$ cat config.mk
export PLATFORM = sky130hd
export DESIGN_NAME = ln_seq_ctrl
export DESIGN_NICKNAME = d
export VERILOG_FILES = /design/src/rtl/ln_pkg.sv /design/src/rtl/ln_addr_gen.sv /design/src/rtl/ln_seq_ctrl.sv
export SDC_FILE = /design/constraint.sdc
export NUM_CORES = 2
export LEC_CHECK = 0
export CORE_ASPECT_RATIO = 2
export CORE_UTILIZATION = 28
export CTS_BUF_LIST = sky130_fd_sc_hd__clkbuf_4
export DETAILED_ROUTE_END_ITERATION = 10
export PLACE_DENSITY = 0.56
export REMOVE_ABC_BUFFERS = 1
export SLEW_MARGIN = 40
export SYNTH_ARGS = -nofsm -noshare
export SYNTH_HDL_FRONTEND = slang
export SYNTH_SLANG_ARGS = --single-unit
export TNS_END_PERCENT = 1
$ cat constraint.sdc
create_clock -name clk -period 51.7 [get_ports clk]
set_clock_uncertainty 0.2 [all_clocks]
set_input_delay 10.34 -clock clk [delete_from_list [all_inputs] [get_ports clk]]
set_output_delay 10.34 -clock clk [all_outputs]
set_load 0.01 [all_outputs]
$ cat src/rtl/ln_pkg.sv
// ln_pkg: shared types and defaults for the LayerNorm/RMSNorm sequencer.
//   - rd_kind_e  : tag on each read command (stat data, weight, norm data)
//   - ln_state_e : sequencer FSM states
//   - LN_* localparams : default widths and byte strides
package ln_pkg;

    localparam int LN_AW        = 32;
    localparam int LN_DIM_W     = 16;
    localparam int LN_CHD_W     = 12;
    localparam int LN_PIX_BYTES = 64;
    localparam int LN_WT_STRIDE = 64;

    typedef enum logic [1:0] {
        RK_STAT = 2'd0,
        RK_WT   = 2'd1,
        RK_NORM = 2'd2
    } rd_kind_e;

    typedef enum logic [3:0] {
        ST_IDLE      = 4'd0,
        ST_CLR       = 4'd1,
        ST_STAT_RD   = 4'd2,
        ST_STAT_WAIT = 4'd3,
        ST_NRM_WT    = 4'd4,
        ST_NRM_DAT   = 4'd5,
        ST_NRM_WR    = 4'd6,
        ST_NEXT      = 4'd7,
        ST_FIN       = 4'd8
    } ln_state_e;

endpackage

$ cat src/rtl/ln_addr_gen.sv
// ln_addr_gen: channel/pixel counters and running address pointers.
// All addresses are built by adding strides to running pointers, so no
// multipliers are needed; every sum wraps modulo 2^AW.
// Ports:
//   clk, rst              clock, async active-high reset
//   i_load                latch bases/strides, zero all counters
//   i_inc_c               advance to the next channel surface
//   i_rst_c               return to surface 0 of the current pixel
//   i_inc_pix             advance to the next pixel (w inner, h outer)
//   i_wrap_w              current pixel is the last one on its line
//   i_*_base/_surf/_line  configuration, sampled on i_load
//   o_c, o_w, o_h         current surface / column / line counters
//   o_din_addr, o_dout_addr, o_wt_addr  addresses for the current (c,w,h)
module ln_addr_gen
    import ln_pkg::*;
#(
    parameter int AW        = LN_AW,
    parameter int DIM_W     = LN_DIM_W,
    parameter int CHD_W     = LN_CHD_W,
    parameter int PIX_BYTES = LN_PIX_BYTES,
    parameter int WT_STRIDE = LN_WT_STRIDE
) (
    input  logic             clk,
    input  logic             rst,
    input  logic             i_load,
    input  logic             i_inc_c,
    input  logic             i_rst_c,
    input  logic             i_inc_pix,
    input  logic             i_wrap_w,
    input  logic [AW-1:0]    i_wt_base,
    input  logic [AW-1:0]    i_din_base,
    input  logic [AW-1:0]    i_din_surf,
    input  logic [AW-1:0]    i_din_line,
    input  logic [AW-1:0]    i_dout_base,
    input  logic [AW-1:0]    i_dout_surf,
    input  logic [AW-1:0]    i_dout_line,
    output logic [CHD_W-1:0] o_c,
    output logic [DIM_W-1:0] o_w,
    output logic [DIM_W-1:0] o_h,
    output logic [AW-1:0]    o_din_addr,
    output logic [AW-1:0]    o_dout_addr,
    output logic [AW-1:0]    o_wt_addr
);

    localparam logic [AW-1:0] PIX_STEP = AW'(PIX_BYTES);
    localparam logic [AW-1:0] WT_STEP  = AW'(WT_STRIDE);

    logic [CHD_W-1:0] r_c;
    logic [DIM_W-1:0] r_w, r_h;
    logic [AW-1:0]    r_wt_base, r_din_surf, r_din_line, r_dout_surf, r_dout_line;
    // line_ptr: start of the current line; pix_ptr: current pixel, surface 0;
    // c_ptr: current pixel at surface c.
    logic [AW-1:0]    r_din_line_ptr, r_din_pix_ptr, r_din_c_ptr;
    logic [AW-1:0]    r_dout_line_ptr, r_dout_pix_ptr, r_dout_c_ptr;
    logic [AW-1:0]    r_wt_c_ptr;
    logic [AW-1:0]    w_din_pix_nxt, w_dout_pix_nxt;

    // Next pixel base: a new line restarts from the line pointer plus one line stride.
    always_comb begin
        if (i_wrap_w) begin
            w_din_pix_nxt  = r_din_line_ptr + r_din_line;
            w_dout_pix_nxt = r_dout_line_ptr + r_dout_line;
        end else begin
            w_din_pix_nxt  = r_din_pix_ptr + PIX_STEP;
            w_dout_pix_nxt = r_dout_pix_ptr + PIX_STEP;
        end
    end

    // Counter and pointer registers.
    always_ff @(posedge clk or posedge rst) begin
        if (rst) begin
            r_c             <= '0;
            r_w             <= '0;
            r_h             <= '0;
            r_wt_base       <= '0;
            r_din_surf      <= '0;
            r_din_line      <= '0;
            r_dout_surf     <= '0;
            r_dout_line     <= '0;
            r_din_line_ptr  <= '0;
            r_din_pix_ptr   <= '0;
            r_din_c_ptr     <= '0;
            r_dout_line_ptr <= '0;
            r_dout_pix_ptr  <= '0;
            r_dout_c_ptr    <= '0;
            r_wt_c_ptr      <= '0;
        end else if (i_load) begin
            r_c             <= '0;
            r_w             <= '0;
            r_h             <= '0;
            r_wt_base       <= i_wt_base;
            r_din_surf      <= i_din_surf;
            r_din_line      <= i_din_line;
            r_dout_surf     <= i_dout_surf;
            r_dout_line     <= i_dout_line;
            r_din_line_ptr  <= i_din_base;
            r_din_pix_ptr   <= i_din_base;
            r_din_c_ptr     <= i_din_base;
            r_dout_line_ptr <= i_dout_base;
            r_dout_pix_ptr  <= i_dout_base;
            r_dout_c_ptr    <= i_dout_base;
            r_wt_c_ptr      <= i_wt_base;
        end else if (i_inc_pix) begin
            r_c            <= '0;
            r_din_pix_ptr  <= w_din_pix_nxt;
            r_din_c_ptr    <= w_din_pix_nxt;
            r_dout_pix_ptr <= w_dout_pix_nxt;
            r_dout_c_ptr   <= w_dout_pix_nxt;
            r_wt_c_ptr     <= r_wt_base;
            if (i_wrap_w) begin
                r_w             <= '0;
                r_h             <= r_h + DIM_W'(1);
                r_din_line_ptr  <= w_din_pix_nxt;
                r_dout_line_ptr <= w_dout_pix_nxt;
            end else begin
                r_w <= r_w + DIM_W'(1);
            end
        end else if (i_rst_c) begin
            r_c          <= '0;
            r_din_c_ptr  <= r_din_pix_ptr;
            r_dout_c_ptr <= r_dout_pix_ptr;
            r_wt_c_ptr   <= r_wt_base;
        end else if (i_inc_c) begin
            r_c          <= r_c + CHD_W'(1);
            r_din_c_ptr  <= r_din_c_ptr + r_din_surf;
            r_dout_c_ptr <= r_dout_c_ptr + r_dout_surf;
            r_wt_c_ptr   <= r_wt_c_ptr + WT_STEP;
        end
    end

    assign o_c         = r_c;
    assign o_w         = r_w;
    assign o_h         = r_h;
    assign o_din_addr  = r_din_c_ptr;
    assign o_dout_addr = r_dout_c_ptr;
    assign o_wt_addr   = r_wt_c_ptr;

endmodule

$ cat src/rtl/ln_seq_ctrl.sv
// ln_seq_ctrl: two-pass (stats, then normalize) sequencer for the LN unit.
// Per pixel: clear stats, read every surface into the stat engine, wait for
// stat_done, then per surface read weight, re-read data, issue the write.
// Ports:
//   clk, rst                 clock, async active-high reset
//   i_start                  launch pulse, cfg sampled here (ignored while busy)
//   i_cfg_*                  geometry, mode, bases and strides
//   o_rd_valid/i_rd_ready    read command handshake, o_rd_addr/o_rd_kind payload
//   o_stat_clr, i_stat_done  stat engine clear pulse / stats-ready level
//   o_wr_valid/i_wr_ready    write command handshake, o_wr_addr payload
//   o_ln_mode                latched RMSNorm select
//   o_busy, o_done           job in progress / completion pulse
module ln_seq_ctrl
    import ln_pkg::*;
#(
    parameter int AW        = LN_AW,
    parameter int DIM_W     = LN_DIM_W,
    parameter int CHD_W     = LN_CHD_W,
    parameter int PIX_BYTES = LN_PIX_BYTES,
    parameter int WT_STRIDE = LN_WT_STRIDE
) (
    input  logic             clk,
    input  logic             rst,
    input  logic             i_start,
    input  logic [DIM_W-1:0] i_cfg_win,
    input  logic [DIM_W-1:0] i_cfg_hin,
    input  logic [CHD_W-1:0] i_cfg_ch_div_tout,
    input  logic             i_cfg_rms,
    input  logic [AW-1:0]    i_cfg_wt_base,
    input  logic [AW-1:0]    i_cfg_din_base,
    input  logic [AW-1:0]    i_cfg_din_surf,
    input  logic [AW-1:0]    i_cfg_din_line,
    input  logic [AW-1:0]    i_cfg_dout_base,
    input  logic [AW-1:0]    i_cfg_dout_surf,
    input  logic [AW-1:0]    i_cfg_dout_line,
    output logic             o_rd_valid,
    input  logic             i_rd_ready,
    output logic [AW-1:0]    o_rd_addr,
    output logic [1:0]       o_rd_kind,
    output logic             o_stat_clr,
    input  logic             i_stat_done,
    output logic             o_wr_valid,
    input  logic             i_wr_ready,
    output logic [AW-1:0]    o_wr_addr,
    output logic             o_ln_mode,
    output logic             o_busy,
    output logic             o_done
);

    ln_state_e        r_state;
    logic [DIM_W-1:0] r_win, r_hin;
    logic [CHD_W-1:0] r_ch;
    logic             r_rd_valid, r_stat_clr, r_wr_valid, r_ln_mode, r_busy, r_done;
    logic [AW-1:0]    r_rd_addr, r_wr_addr;
    rd_kind_e         r_rd_kind;

    logic [CHD_W-1:0] w_c;
    logic [DIM_W-1:0] w_w, w_h;
    logic [AW-1:0]    w_din_addr, w_dout_addr, w_wt_addr;
    logic             w_rd_fire, w_wr_fire, w_last_c, w_wrap_w, w_last_h, w_zero_cfg;
    logic             w_load, w_inc_c, w_rst_c, w_inc_pix;

    assign w_rd_fire  = r_rd_valid & i_rd_ready;
    assign w_wr_fire  = r_wr_valid & i_wr_ready;
    assign w_last_c   = (w_c == (r_ch - CHD_W'(1)));
    assign w_wrap_w   = (w_w == (r_win - DIM_W'(1)));
    assign w_last_h   = (w_h == (r_hin - DIM_W'(1)));
    assign w_zero_cfg = (i_cfg_win == '0) | (i_cfg_hin == '0) | (i_cfg_ch_div_tout == '0);

    // Step commands for the address generator, decoded from state and handshakes.
    always_comb begin
        w_load    = 1'b0;
        w_inc_c   = 1'b0;
        w_rst_c   = 1'b0;
        w_inc_pix = 1'b0;
        case (r_state)
            ST_IDLE:    w_load = i_start;
            ST_STAT_RD: begin
                if (w_rd_fire) begin
                    w_rst_c = w_last_c;
                    w_inc_c = ~w_last_c;
                end else begin
                    w_inc_c = 1'b0;
                end
            end
            ST_NRM_WR:  w_inc_c = w_wr_fire & ~w_last_c;
            ST_NEXT:    w_inc_pix = 1'b1;
            default:    w_load = 1'b0;
        endcase
    end

    ln_addr_gen #(
        .AW        (AW),
        .DIM_W     (DIM_W),
        .CHD_W     (CHD_W),
        .PIX_BYTES (PIX_BYTES),
        .WT_STRIDE (WT_STRIDE)
    ) u_addr_gen (
        .clk         (clk),
        .rst         (rst),
        .i_load      (w_load),
        .i_inc_c     (w_inc_c),
        .i_rst_c     (w_rst_c),
        .i_inc_pix   (w_inc_pix),
        .i_wrap_w    (w_wrap_w),
        .i_wt_base   (i_cfg_wt_base),
        .i_din_base  (i_cfg_din_base),
        .i_din_surf  (i_cfg_din_surf),
        .i_din_line  (i_cfg_din_line),
        .i_dout_base (i_cfg_dout_base),
        .i_dout_surf (i_cfg_dout_surf),
        .i_dout_line (i_cfg_dout_line),
        .o_c         (w_c),
        .o_w         (w_w),
        .o_h         (w_h),
        .o_din_addr  (w_din_addr),
        .o_dout_addr (w_dout_addr),
        .o_wt_addr   (w_wt_addr)
    );

    // Sequencer FSM with registered command outputs. After a handshake that
    // steps the surface counter, valid drops for one cycle so the next
    // command is loaded from the already-updated pointer.
    always_ff @(posedge clk or posedge rst) begin
        if (rst) begin
            r_state    <= ST_IDLE;
            r_win      <= '0;
            r_hin      <= '0;
            r_ch       <= '0;
            r_rd_valid <= 1'b0;
            r_rd_addr  <= '0;
            r_rd_kind  <= RK_STAT;
            r_stat_clr <= 1'b0;
            r_wr_valid <= 1'b0;
            r_wr_addr  <= '0;
            r_ln_mode  <= 1'b0;
            r_busy     <= 1'b0;
            r_done     <= 1'b0;
        end else begin
            r_done <= 1'b0;
            case (r_state)
                ST_IDLE: begin
                    if (i_start) begin
                        r_win     <= i_cfg_win;
                        r_hin     <= i_cfg_hin;
                        r_ch      <= i_cfg_ch_div_tout;
                        r_ln_mode <= i_cfg_rms;
                        r_busy    <= 1'b1;
                        if (w_zero_cfg) begin
                            r_state <= ST_FIN;
                        end else begin
                            r_stat_clr <= 1'b1;
                            r_state    <= ST_CLR;
                        end
                    end
                end
                ST_CLR: begin
                    r_stat_clr <= 1'b0;
                    r_rd_valid <= 1'b1;
                    r_rd_kind  <= RK_STAT;
                    r_rd_addr  <= w_din_addr;
                    r_state    <= ST_STAT_RD;
                end
                ST_STAT_RD: begin
                    if (!r_rd_valid) begin
                        r_rd_valid <= 1'b1;
                        r_rd_addr  <= w_din_addr;
                    end else if (i_rd_ready) begin
                        r_rd_valid <= 1'b0;
                        if (w_last_c) begin
                            r_state <= ST_STAT_WAIT;
                        end
                    end
                end
                ST_STAT_WAIT: begin
                    if (i_stat_done) begin
                        r_rd_valid <= 1'b1;
                        r_rd_kind  <= RK_WT;
                        r_rd_addr  <= w_wt_addr;
                        r_state    <= ST_NRM_WT;
                    end
                end
                ST_NRM_WT: begin
                    if (!r_rd_valid) begin
                        r_rd_valid <= 1'b1;
                        r_rd_kind  <= RK_WT;
                        r_rd_addr  <= w_wt_addr;
                    end else if (i_rd_ready) begin
                        r_rd_kind <= RK_NORM;
                        r_rd_addr <= w_din_addr;
                        r_state   <= ST_NRM_DAT;
                    end
                end
                ST_NRM_DAT: begin
                    if (w_rd_fire) begin
                        r_rd_valid <= 1'b0;
                        r_wr_valid <= 1'b1;
                        r_wr_addr  <= w_dout_addr;
                        r_state    <= ST_NRM_WR;
                    end
                end
                ST_NRM_WR: begin
                    if (w_wr_fire) begin
                        r_wr_valid <= 1'b0;
                        r_state    <= w_last_c ? ST_NEXT : ST_NRM_WT;
                    end
                end
                ST_NEXT: begin
                    if (w_wrap_w && w_last_h) begin
                        r_state <= ST_FIN;
                    end else begin
                        r_stat_clr <= 1'b1;
                        r_state    <= ST_CLR;
                    end
                end
                ST_FIN: begin
                    r_done  <= 1'b1;
                    r_busy  <= 1'b0;
                    r_state <= ST_IDLE;
                end
                default: r_state <= ST_IDLE;
            endcase
        end
    end

    assign o_rd_valid = r_rd_valid;
    assign o_rd_addr  = r_rd_addr;
    assign o_rd_kind  = r_rd_kind;
    assign o_stat_clr = r_stat_clr;
    assign o_wr_valid = r_wr_valid;
    assign o_wr_addr  = r_wr_addr;
    assign o_ln_mode  = r_ln_mode;
    assign o_busy     = r_busy;
    assign o_done     = r_done;

endmodule

==> impl_results.md <==
- Status: complete, no violations
- Synth-to-Final Area Change: 21.4%
- Synth Warn #: 0
- Post-detail-place hpwl: 85400 um
- Setup TNS: 0 ns
- Switching part of the total: 0.463
- Critical Path Start Type: primary input
- Crit path capture type: flip-flop
- Pwr per Cell Area: 67.0 nW/um2
- Cell internal pwr: ~1.4 mW
- Die X: between 200 and 250 um
- Max rail drop VDD: about 0.030 mV
- CP startpoint: i_start
- First drt pass iteration count: 5
- CTS buffer count: 141
- Reg2reg end: u_addr_gen.r_dout_line_ptr[8]
- Port bufs: between 300 and 400
- Yosys top cell by area: dfrtp_1
- Grt ovf: 0
- EDFF count, synth: 0
- Max-slew violations: 0
- Overall die height: roughly 490 um
- Core box area: approximately 120000 um2
- Final setup vio count: 0
- DRT met1 WL: around 46000 um
- R2r setup slk: 47.00 ns
- Async SR Flop Fraction: 1.00
- CTS hold repair buffers: 0
- FF+latch count, synth: 548
- Logic gate share of total power: 0.548
- Design area: 40000 um2
- Slew at the pin closest to its max-slew limit: 0.873 ns
- Final Hold Viols: 0
- Critical path type: primary input to flip-flop
- Initial antenna violation count: 7
- Via count: around 30000
- Routed Antenna Nets: 0
- First-pass GRT wire length: 182000 um
- Initial DRC Count: approximately 1500
- Clk Latency, worst-skew pair: between 1 and 1.5 ns
- Fillers: approximately 12000
- Psw: about 1.2 mW
- Clock group share of total power: 0.151
- Routability Congestion: between 0.9 and 1
- Number of global-route vias before repair: roughly 30000
- Data arrival, critical path: about 14 ns
- Avg Cell Area, Syn: roughly 8.5 um2
- Reg2reg path depth: 10
- Sequential fraction of the synthesis area: 0.417
- Highest clock rate: between 70 and 80 MHz
- R2r startpoint: r_win[0]
- # clock sinks: about 550
- CTS tree: built
- Sequential power share: 0.301
- Initial Utilization: 0.283
- Unrepaired setup endpoints after global routing: false
- Row cnt: ~180
- CP Data Required Time: about 53 ns
- Ranking of synthesized cells by area: dfrtp_1, nand2_1, ha_1
- Wire length per cell: approximately 20 um
- Largest net degree at the start of global routing: 112
- Leak pwr: approximately 18 nW
- Clk slew on worst S/H paths: roughly 0.070 ns
- Max Fanout on Critical Path: between 80 and 90
- Hold Path Class: flip-flop to flip-flop
- Gr usage total: 0.201
- Post-DP Area: between 30000 and 40000 um2
- Unique masters post-synth: between 90 and 100
- Cells after Synth: roughly 3900
- Synth Flop Type: dfrtp_1
- Vias per cell: roughly 5.1
- Crit share post-route: 0.248
- Die area: between 100000 and 150000 um2
- Postcts setup bufs: 0
- DRC: 0
- Layout cells sized above 1: 0.0860
- Top layer in use: met5
- Share of the synthesized area in the top cell type: 0.417
- CP endpoint: u_addr_gen.o_din_addr[5]
- Clk buf depth: 3
- DR WL met2: 61400 um
- Post-CTS sizing: 0
- Final Net Count: between 4000 and 5000
- Metal3 WL: between 5000 and 6000 um
- Tot Pwr: around 2.7 mW
- Minimum clock period after layout: between 10 and 15 ns
- Worst slew margin: 0.416
- Detailed-route wire length: ~120000 um
- Max H-tree Level: 4
- Max-cap check violation count: 0
- Post-Synthesis Cell Area: 32900 um2
- IO Count: around 350
- Clock root buffer: clkbuf_4
-- cells by family (layout without fill, tap and decap cells) --
logic type               Yosys count  after routing  share of synthesized area
AO/OA/AOI/OAI                    927            927                      0.183
flip-flops                       548            548                      0.417
adder cells (fa/ha/maj)          137            137                     0.0530
other                              0              2                          0
multiplexers                     108            108                     0.0344
buffers and inverters            256            707                     0.0316
AND/OR/NAND/NOR                 1636           1636                      0.215
XOR/XNOR                         250            250                     0.0669
-- cells in the mapped netlist (47+ instances only) --
| library cell | n |
|---|---|
| o21ai_0 | 191 |
| xor2_1 | 116 |
| nor2_1 | 292 |
| clkbuf_1 | 141 |
| a21oi_1 | 238 |
| nor3_1 | 47 |
| mux2i_1 | 66 |
| a21o_1 | 79 |
| o211ai_1 | 58 |
| nand3_1 | 88 |
| a31oi_1 | 64 |
| ha_1 | 133 |
| dfrtp_1 | 548 |
| inv_1 | 63 |
| nand4_1 | 51 |
| xnor2_1 | 133 |
| nand2_1 | 969 |
-- cells in the final DEF, fill, tap and decap left out, types with 10 or more instances in the layout --
master / Yosys / final
a211oi_1: 38 / 37
a21o_1: 79 / 79
a21oi_1: 238 / 238
a22o_1: 21 / 21
a22oi_1: 11 / 11
a31oi_1: 64 / 64
and2_1: 11 / 11
and3_1: 33 / 32
and4_1: 12 / 11
buf_4: 4 / 38
buf_6: 4 / 10
clkbuf_4: 0 / 199
clkdlybuf4s50_1: 0 / 346
clkinv_1: 0 / 29
dfrtp_1: 548 / 548
ha_1: 133 / 133
inv_1: 63 / 62
mux2_2: 42 / 42
mux2i_1: 66 / 66
nand2_1: 969 / 965
nand2b_1: 24 / 24
nand3_1: 88 / 86
nand4_1: 51 / 51
nor2_1: 292 / 285
nor2b_1: 17 / 17
nor3_1: 47 / 45
nor4_1: 26 / 24
o211ai_1: 58 / 58
o21a_1: 31 / 31
o21ai_0: 191 / 190
o21ai_1: 18 / 18
o21bai_1: 23 / 23
o22a_1: 15 / 15
o22ai_1: 12 / 12
o31ai_1: 18 / 18
or3_1: 13 / 13
xnor2_1: 133 / 133
xor2_1: 116 / 116
-- area by class of cell --
cell class                 instances  area [um2]  share of cell area
timing repair buffer             398        3930              0.0983
inverter                          63         244             0.00610
clock buffer                     199        1490              0.0374
sequential                       548       13700               0.343
tap                             1521        1900              0.0476
multi-input combinational       3058       18300               0.459
clock inverter                    47         343             0.00857
antenna                            2        5.00            0.000125
-- through the flow --
stage	setup WS [ns]	instances	hold slack, ns	utilization
after CTS	38.78	5833	0.272	0.343
after global placement	37.38	5585	0.249	0.326
after detailed placement	37.57	5587	0.259	0.327
after floorplan	25.84	3669	0.236	-
after global routing	38.76	5836	0.290	0.343
final	38.89	5836	0.268	0.343
-- power groups by stage --
stage | clock (mW) | sequential, mW | combinational [mW]
2_1_floorplan | 0 | 0.759 | 1.08
3_5_place_dp | 0 | 0.809 | 1.46
5_1_grt | 0.437 | 0.831 | 1.63
4_1_cts | 0.420 | 0.804 | 1.47
6_report | 0.405 | 0.807 | 1.47
3_3_place_gp | 0 | 0.807 | 1.44
-- sequential cells by signal, indices dropped and copies added, names as in the netlist, 2 cells and up --
signal                      flops
o_rd_addr                      32
o_rd_kind                       2
o_wr_addr                      32
r_ch                           12
r_hin                          16
r_state                         4
r_win                          16
u_addr_gen.o_c                 12
u_addr_gen.o_din_addr          32
u_addr_gen.o_dout_addr         32
u_addr_gen.o_h                 16
u_addr_gen.o_w                 16
u_addr_gen.o_wt_addr           32
u_addr_gen.r_din_line          32
u_addr_gen.r_din_line_ptr      32
u_addr_gen.r_din_pix_ptr       32
u_addr_gen.r_din_surf          32
u_addr_gen.r_dout_line         32
u_addr_gen.r_dout_line_ptr     32
u_addr_gen.r_dout_pix_ptr      32
u_addr_gen.r_dout_surf         32
u_addr_gen.r_wt_base           32
-- worst max-delay path, stage by stage --
cell,delay (ns)
clkdlybuf4s50_1,0.54
and3_4,0.63
buf_6,0.59
buf_6,0.58
a21oi_1,0.15
nand3_1,0.14
or3b_1,0.38
o21ai_1,0.09
-- layer usage --
metal,GRT usage,up-vias
met5,0,-
met4,0.122,2
met3,0.0282,291
met2,0.365,943
met1,0.218,14447
li1,-,14332
-- worst min path at each step --
stage | startpoint | end | slack, ns | depth (start not counted)
final | u_addr_gen.r_wt_base[1] | u_addr_gen.r_wt_base[1] | 0.27 | 2
after global routing | u_addr_gen.r_wt_base[4] | u_addr_gen.r_wt_base[4] | 0.29 | 2
after CTS | u_addr_gen.r_wt_base[2] | u_addr_gen.r_wt_base[2] | 0.27 | 2
after detailed placement | u_addr_gen.r_wt_base[2] | u_addr_gen.r_wt_base[2] | 0.26 | 2
after global placement | u_addr_gen.r_wt_base[1] | u_addr_gen.r_wt_base[1] | 0.25 | 2
after floorplan | u_addr_gen.r_wt_base[0] | u_addr_gen.r_wt_base[0] | 0.24 | 2
Note: power is estimated with default switching activity, not from simulation.
